## src/rtl/ctrl_sequencer.sv

```systemverilog
`default_nettype none
// ============================================================================
// Module   : ctrl_sequencer
// Purpose  : Multi-cycle instruction sequencer for the 9-bit CPU. Registers
//            each fetched instruction, classifies it, and stalls fetch for
//            loads/stores. It sequences start/run/halt, holds a done flag,
//            and counts retired instructions.
// Revision : 1.0 - initial release
// ============================================================================
module ctrl_sequencer #(
  parameter int MEM_LAT       = 2,    // cycles a memory access is held, 1..15
  parameter int CNT_W         = 16,   // retire counter width
  parameter bit HALT_ON_UNDEF = 1'b1  // 1: undefined func codes halt
) (
  input  logic             clk,
  input  logic             rst_n,
  input  logic             start,
  input  logic [8:0]       instr,
  input  logic             instr_valid,
  output logic             fetch_en,
  output logic [8:0]       instr_q,
  output logic             ex_valid,
  output logic             load_en,
  output logic             stor_en,
  output logic             mem_sel,
  output logic             alu_en,
  output logic             busy,
  output logic             done,
  output logic [CNT_W-1:0] retire_cnt
);

  localparam logic [1:0] C_IDLE = 2'd0;
  localparam logic [1:0] C_RUN  = 2'd1;
  localparam logic [1:0] C_MEM  = 2'd2;
  localparam logic [1:0] C_DONE = 2'd3;

  // The MEM countdown runs from MEM_LAT-1 to 0, so MEM lasts MEM_LAT cycles.
  localparam logic [3:0] C_MEM_LOAD = 4'(MEM_LAT - 1);

  logic [1:0]       r_state;
  logic [1:0]       w_state_nxt;
  logic             r_start_q;
  logic [3:0]       r_mem_cnt;
  logic [8:0]       r_instr_q;
  logic             r_ex_valid;
  logic             r_is_load;
  logic             r_is_store;
  logic             r_is_alu;
  logic             r_is_halt;
  logic [CNT_W-1:0] r_retire_cnt;

  logic w_start_edge;
  logic w_take;
  logic w_dec_load;
  logic w_dec_store;
  logic w_dec_alu;
  logic w_dec_halt;
  logic w_mem_last;
  logic w_retire;

  // Decode the incoming word; only func codes 0-3 and 12-13 of 5'b11111 are defined.
  assign w_dec_load  = (instr[8:4] == 5'b10000);
  assign w_dec_store = (instr[8:4] == 5'b10001);
  assign w_dec_alu   = (instr[8:5] == 4'b1101);
  assign w_dec_halt  = HALT_ON_UNDEF && (instr[8:4] == 5'b11111) &&
                       !(instr[3:0] inside {4'd0, 4'd1, 4'd2, 4'd3, 4'd12, 4'd13});

  // A restart takes precedence over sampling the instruction presented alongside it.
  assign w_start_edge = start & ~r_start_q;
  assign w_take       = (r_state == C_RUN) & instr_valid & ~w_start_edge;
  assign w_mem_last   = (r_state == C_MEM) & (r_mem_cnt == 4'd0);

  // Loads/stores retire on their last MEM cycle; everything else on its ex_valid cycle.
  assign w_retire = (r_ex_valid & ~r_is_load & ~r_is_store) | w_mem_last;

  // Next-state selection; a start edge restarts into RUN from any state.
  always_comb begin
    w_state_nxt = r_state;
    case (r_state)
      C_IDLE: if (w_start_edge) w_state_nxt = C_RUN;
      C_RUN: begin
        if (w_start_edge)                     w_state_nxt = C_RUN;
        else if (w_take && (w_dec_load || w_dec_store)) w_state_nxt = C_MEM;
        else if (w_take && w_dec_halt)        w_state_nxt = C_DONE;
      end
      C_MEM: begin
        if (w_start_edge || (r_mem_cnt == 4'd0)) w_state_nxt = C_RUN;
      end
      C_DONE: if (w_start_edge) w_state_nxt = C_RUN;
      default: w_state_nxt = C_IDLE;
    endcase
  end

  // State, start-edge history and memory latency countdown.
  always_ff @(posedge clk or negedge rst_n) begin
    if (!rst_n) begin
      r_state   <= C_IDLE;
      r_start_q <= 1'b0;
      r_mem_cnt <= 4'd0;
    end else begin
      r_state   <= w_state_nxt;
      r_start_q <= start;
      if (w_take && (w_dec_load || w_dec_store))
        r_mem_cnt <= C_MEM_LOAD;
      else if ((r_state == C_MEM) && (r_mem_cnt != 4'd0))
        r_mem_cnt <= r_mem_cnt - 4'd1;
    end
  end

  // Instruction register, its class flags and the one-cycle execute strobe.
  always_ff @(posedge clk or negedge rst_n) begin
    if (!rst_n) begin
      r_instr_q  <= 9'd0;
      r_ex_valid <= 1'b0;
      r_is_load  <= 1'b0;
      r_is_store <= 1'b0;
      r_is_alu   <= 1'b0;
      r_is_halt  <= 1'b0;
    end else begin
      r_ex_valid <= w_take;
      if (w_take) begin
        r_instr_q  <= instr;
        r_is_load  <= w_dec_load;
        r_is_store <= w_dec_store;
        r_is_alu   <= w_dec_alu;
        r_is_halt  <= w_dec_halt;
      end
    end
  end

  // Retired-instruction counter, cleared by every start edge.
  always_ff @(posedge clk or negedge rst_n) begin
    if (!rst_n)
      r_retire_cnt <= '0;
    else if (w_start_edge)
      r_retire_cnt <= '0;
    else if (w_retire)
      r_retire_cnt <= r_retire_cnt + CNT_W'(1);
  end

  // Memory strobes decode straight from state so an async reset drops them at once.
  assign fetch_en   = (r_state == C_RUN);
  assign busy       = (r_state == C_RUN) | (r_state == C_MEM);
  assign done       = (r_state == C_DONE);
  assign load_en    = (r_state == C_MEM) & r_is_load;
  assign stor_en    = (r_state == C_MEM) & r_is_store;
  assign mem_sel    = (r_state == C_MEM) & r_instr_q[3];
  assign alu_en     = r_ex_valid & r_is_alu;
  assign ex_valid   = r_ex_valid;
  assign instr_q    = r_instr_q;
  assign retire_cnt = r_retire_cnt;

endmodule
`default_nettype wire

```

## config.mk

```make
export PLATFORM = sky130hd
export DESIGN_NAME = ctrl_sequencer
export DESIGN_NICKNAME = d
export VERILOG_FILES = /design/src/rtl/ctrl_sequencer.sv
export SDC_FILE = /design/constraint.sdc
export NUM_CORES = 1
export LEC_CHECK = 0
export CAP_MARGIN = 20
export CELL_PAD_IN_SITES_DETAIL_PLACEMENT = 0
export CELL_PAD_IN_SITES_GLOBAL_PLACEMENT = 1
export CORE_ASPECT_RATIO = 1.25
export CORE_UTILIZATION = 37
export CTS_CLUSTER_DIAMETER = 80
export DETAILED_ROUTE_END_ITERATION = 10
export HOLD_SLACK_MARGIN = 0.08
export MAX_ROUTING_LAYER = met4
export PLACE_DENSITY = 0.91
export REMOVE_ABC_BUFFERS = 1
export SLEW_MARGIN = 5
export SYNTH_ARGS = -nofsm -noshare
export SYNTH_HDL_FRONTEND = slang
export SYNTH_SLANG_ARGS = --single-unit
```

## constraint.sdc

```tcl
create_clock -name clk -period 3.5 [get_ports clk]
set_clock_uncertainty 0.1 [all_clocks]
set_input_delay 0.525 -clock clk [delete_from_list [all_inputs] [get_ports clk]]
set_output_delay 0.525 -clock clk [all_outputs]
set_load 0.02 [all_outputs]
```

# --- After elaboration in Yosys (flattened, before gate mapping) ---
# Cells that the tools add are included.
totals:
  register_bits: 36
  latchBits: 0
  ram_bits: 0
  mem_bits_ro: 0
  input_bits: 13
  output_inout_bits: 33
  elab_cells: 68
  memories: 0
classes:
  n_addsub: 2
  multipliers: 0
  div: 0
  order_cmp: 0
  n_eq_ne: 15
  shifts: 0
  n_mux: 10
  bitwise_logic: 16
  reduce_logical: 16
op_table:
  columns: ["op", "count"]
  rows:
  - ["16-bit 2-to-1 mux", 2]
  - ["16-bit by 1-bit adder with 16-bit output, second input constant", 1]
  - ["5-bit equality test, second input constant", 3]
  - ["4-bit equality test, second input constant", 3]
  - ["1-bit bitwise AND", 10]
  - ["2-bit 2-to-1 mux", 5]
  - ["4-bit by 2-bit equality test with 1-bit output, second input constant", 2]
  - ["4-bit logical NOT", 2]
  - ["4-bit 2-to-1 mux", 2]
  - ["2-bit one-hot mux with 3 select lines", 1]
  - ["6-bit nonzero test", 1]
  - ["2-bit equality test, second input constant", 2]
  - ["4-bit by 1-bit equality test with 1-bit output, second input constant", 1]
  - ["1-bit logical AND", 4]
  - ["2-bit by 1-bit != test with 1-bit output, second input constant", 2]
  - ["4-bit by 1-bit != test with 1-bit output, second input constant", 1]
  - ["1-bit NOT", 4]
  - ["2-bit nonzero test", 2]
  - ["4-bit nonzero test", 1]
  - ["4-bit by 1-bit subtractor with 4-bit output, second input constant", 1]
  - ["3-bit AND reduction", 1]
  - ["2-bit by 1-bit equality test with 1-bit output, second input constant", 1]
  - ["2-bit logical NOT", 1]
  - ["1-bit logical OR", 2]
  - ["other kinds (3)", 4]

# --- Longest topological paths before layout ---
depth:
  depth_word: 9
  mapped_depth: 7
  ltp_nobuf: 6

# --- Least setup slack after synthesis ---
# OpenSTA, ideal clock, no wires.
synth_path:
  path_kind: "register -> register"
  from: "reg r_state[0]"
  to: "reg r_retire_cnt[15], in the netlist retire_cnt[15]"
  arrival_time_ns: 1.749
  required_ns: 3.322
  path_slack_ns: 1.573
  path_stages_with_launch: 8
  path_buffers: 1
  cell_sequence: "dfrtp_1 -> inv_1 -> ha_1 -> and4bb_1 -> buf_6 -> o21ai_4 -> or4_1 -> a21oi_1"
synth_via:
  elab_chain_cells: 4
synth_lines:
  columns: ["element", "line", "source"]
  rows:
  - ["from (decl)", "40", "logic [1:0] r_state;"]
  - ["from (signal assigned)", "101", "r_state <= w_state_nxt;"]
  - ["2-bit equality test", "71", "assign w_mem_last = (r_state == C_MEM) & (r_mem_cnt == 4'd0);"]
  - ["1-bit bitwise AND", "71", null]
  - ["1-bit OR", "74", "assign w_retire = (r_ex_valid & ~r_is_load & ~r_is_store) | w_mem_last;"]
  - ["2-bit nonzero test (no source line)", null, null]
  - ["to (signal assigned)", "138", "r_retire_cnt <= r_retire_cnt + CNT_W'(1);"]
  - ["to (decl)", "50", "logic [CNT_W-1:0] r_retire_cnt;"]
# No other way between the ends.
# A chain may end at the register's enable or synchronous reset.

# --- Worst setup path after layout ---
layout_path:
  from: "reg r_state[0]"
  to: "out load_en"
layout_via:
  elab_chain_cells: 2
layout_lines:
  columns: ["element", "line", "source"]
  rows:
  - ["2-bit equality test", "145", "assign load_en = (r_state == C_MEM) & r_is_load;"]
  - ["1-bit bitwise AND", "145", null]
  - ["to (decl)", "23", "output logic load_en,"]
# No other way between the ends.

==> results.toml <==
[grt]
grt_use_total_pct = 17.0
grt_pass1_wl_microns = 6660
antenna_found_initial = 0
grt_pass1_vias = 1457
overflow = 0
grt_max_degree = 37

[clock_tree]
cts_tree = "done"
htree_levels = 2
clk_latency_ns = 0.29
clk_pin_slew_ns = 0.08
cts_setup_buffers = 0
root_buffer = "clkbuf_8"
cts_buffer_depth = 2
ctsHoldBuffers = 0
clkSinkCount = 36
cts_inserted_buffers = 5
cts_resized = 0

[synth]
yosysTopAreaCell = "dfrtp_1"
synth_edf_count = 0
synth_top_area_share_pct = 49.3
synth_flop_cell = "dfrtp_1"
synth-seq-cells = 36
ys_top_cells_by_count = "nand2_1, dfrtp_1, nor2_1"
synthCells = 190
syn-cell-area_sq_mm = 0.00183
synth.top_cells.by_area = "dfrtp_1, nand2_1, xor2_1"
synth.distinct_cells = 38
synth_seq_area_share_pct = 49.3
yosysWarnings = 0
avgSynthCellArea_sq_um = 9.62
synthArstFlopShare_pct = 100
synth_most_common_cell = "nand2_1"

[timing]
fmax_mhz = 399
final_max_slew_viol_count = 0
hold_viol = 0
max_slew.worst_pin.slew_ns = 0.485
finalCritPeriodShare_pct = 71.5
min_period_ns = 2.50
rsz0062_at_grt = "no"
setup_viol = 0
relSlewSlack_pct = 67.2
final.setup.tns_ns = 0

[pwr]
p_sw_share_pct = 34.0
internal_power_uw = 805
power_mw = 1.22
max-vdd-ir-drop_mv = 0.294
pwr-share-comb_pct = 31.2
power_density_mw_per_mm2 = 500
p_sw_uw = 415
leakage_nw = 1.06
power_frac_clock_pct = 23.9
seq_power_share_pct = 44.9

[finish]
fin_nets = 258
drive_above_1_share_pct = 9.13
postLayoutCoreUtil_pct = 51.5
syn_to_final_growth_pct = 33.3
final_cell_area_sq_mm = 0.00244
diodes = 0

[floorplanning]
core_area_sq_mm = 0.00473
io_pins = 46
fp.dieW_microns = 64.9
dieArea_sq_mm = 0.00523
start_util_pct = 38.7
die_y_microns = 80.6
rows = 28

[min_path]
hold_path_class = "flop to flop"
hold_depth = 2
worstHoldEndpoint = "r_is_alu"
min_from = "r_is_alu"

[worst_setup_path]
rr_endpoint = "retire_cnt[14]"
r2r-start = "r_state[0]"
required_ns = 2.87
worstSetupPathType = "flop to output pin"
crit_path_end_kind = "output pin"
crit_fanout = 9
rrSetupSlack_ns = 1.22
reg2reg_depth = 6
worst_ep_arrival_time_ns = 1.88
critPathLaunchType = "flop"

[run_status]
status = "completed"

[drt]
drtIter0Drc = 128
drt_pre_antenna_iters = 5
wl_per_cell_microns = 12.8
routed_via_density = 5.20
drc = 0
drt-total-wl_microns = 3860
ant_nets = 0
vias = 1564

[placed_design]
place.gp.congestion = 0.797
place_area_sq_mm = 0.00235
dp_hpwl_microns = 2810
portBuffers = 45

[run]
maxCapViolCount = 0
==> registers in the layout, indices dropped and copies added (netlist names) <==
signal      count
r_is_store      1
retire_cnt     16
r_is_load       1
r_start_q       1
r_is_alu        1
ex_valid        1
r_mem_cnt       4
instr_q         9
r_state         2
==> stage by stage <==
step                hold WS, ns  std cells  setup WS (ns)
floorplan                 0.129        185           1.49
global placement          0.352        293           1.16
detailed placement        0.359        293           1.16
CTS                       0.377        301          0.985
global route              0.398        301          0.915
finish                    0.373        301          0.996
==> final cells by class <==
class,instances,area (sq um)
tap,60,75.1
fill,465,2290
sequential,36,901
timing repair buffer,48,473
clock buffer,5,68.8
inverter,8,30.0
clock inverter,3,18.8
multi-input combinational,141,871
==> power by group through the flow <==
stage | Combinational, mW | Clock (mW) | Sequential (mW)
2_1_floorplan | 0.163 | 0 | 0.598
3_3_place_gp | 0.379 | 0 | 0.555
3_5_place_dp | 0.383 | 0 | 0.557
4_1_cts | 0.386 | 0.301 | 0.549
5_1_grt | 0.424 | 0.323 | 0.557
6_report | 0.381 | 0.291 | 0.548
==> placed cells by master, fill, tap and decap left out, types with 4 or more instances in the layout <==
master           Yosys  layout
a21oi_1              8       8
clkbuf_8             0       5
clkdlybuf4s50_1      0      45
dfrtp_1             36      36
ha_1                 5       5
inv_1                8       8
nand2_1             38      38
nand3_1              7       7
nor2_1              15      15
o2111ai_1            4       4
o21ai_0              8       8
or3_1                5       5
xor2_1               8       8
==> kinds of logic (layout without fill, tap and decap cells) <==
group	Yosys count	after routing	share of synthesized area [%]
AND/OR/NAND/NOR	91	91	25.7
flip-flops	36	36	49.3
AO/OA/AOI/OAI	32	32	12.1
buffers and inverters	13	64	3.08
XOR/XNOR	11	11	5.27
adder cells (fa/ha/maj)	5	5	3.42
multiplexers	2	2	1.10
==> routing by layer <==
layer / GRT usage [%] / up-vias / routed length [microns]
li1: - / 760 / -
met1: 21.1 / 756 / 1760
met2: 26.8 / 44 / 1900
met3: 3.84 / 4 / 145
met4: 6.89 / 0 / 55
met5: - / - / 0
==> critical path: stages, from the launching register on <==
cell             delay, ns
dfrtp_1               0.42
inv_1                 0.09
ha_1                  0.29
and2_2                0.21
clkdlybuf4s50_1       0.60
==> worst max path at each step <==
stage               cells after the start       start        endpoint
global route                            4  r_state[0]         load_en
finish                                  4  r_state[0]         load_en
global placement                        7       start      r_state[0]
floorplan                               6  r_state[0]  retire_cnt[15]
detailed placement                      7       start      r_state[0]
CTS                                     4  r_state[0]         load_en
Note: power is estimated with default switching activity, not from simulation.
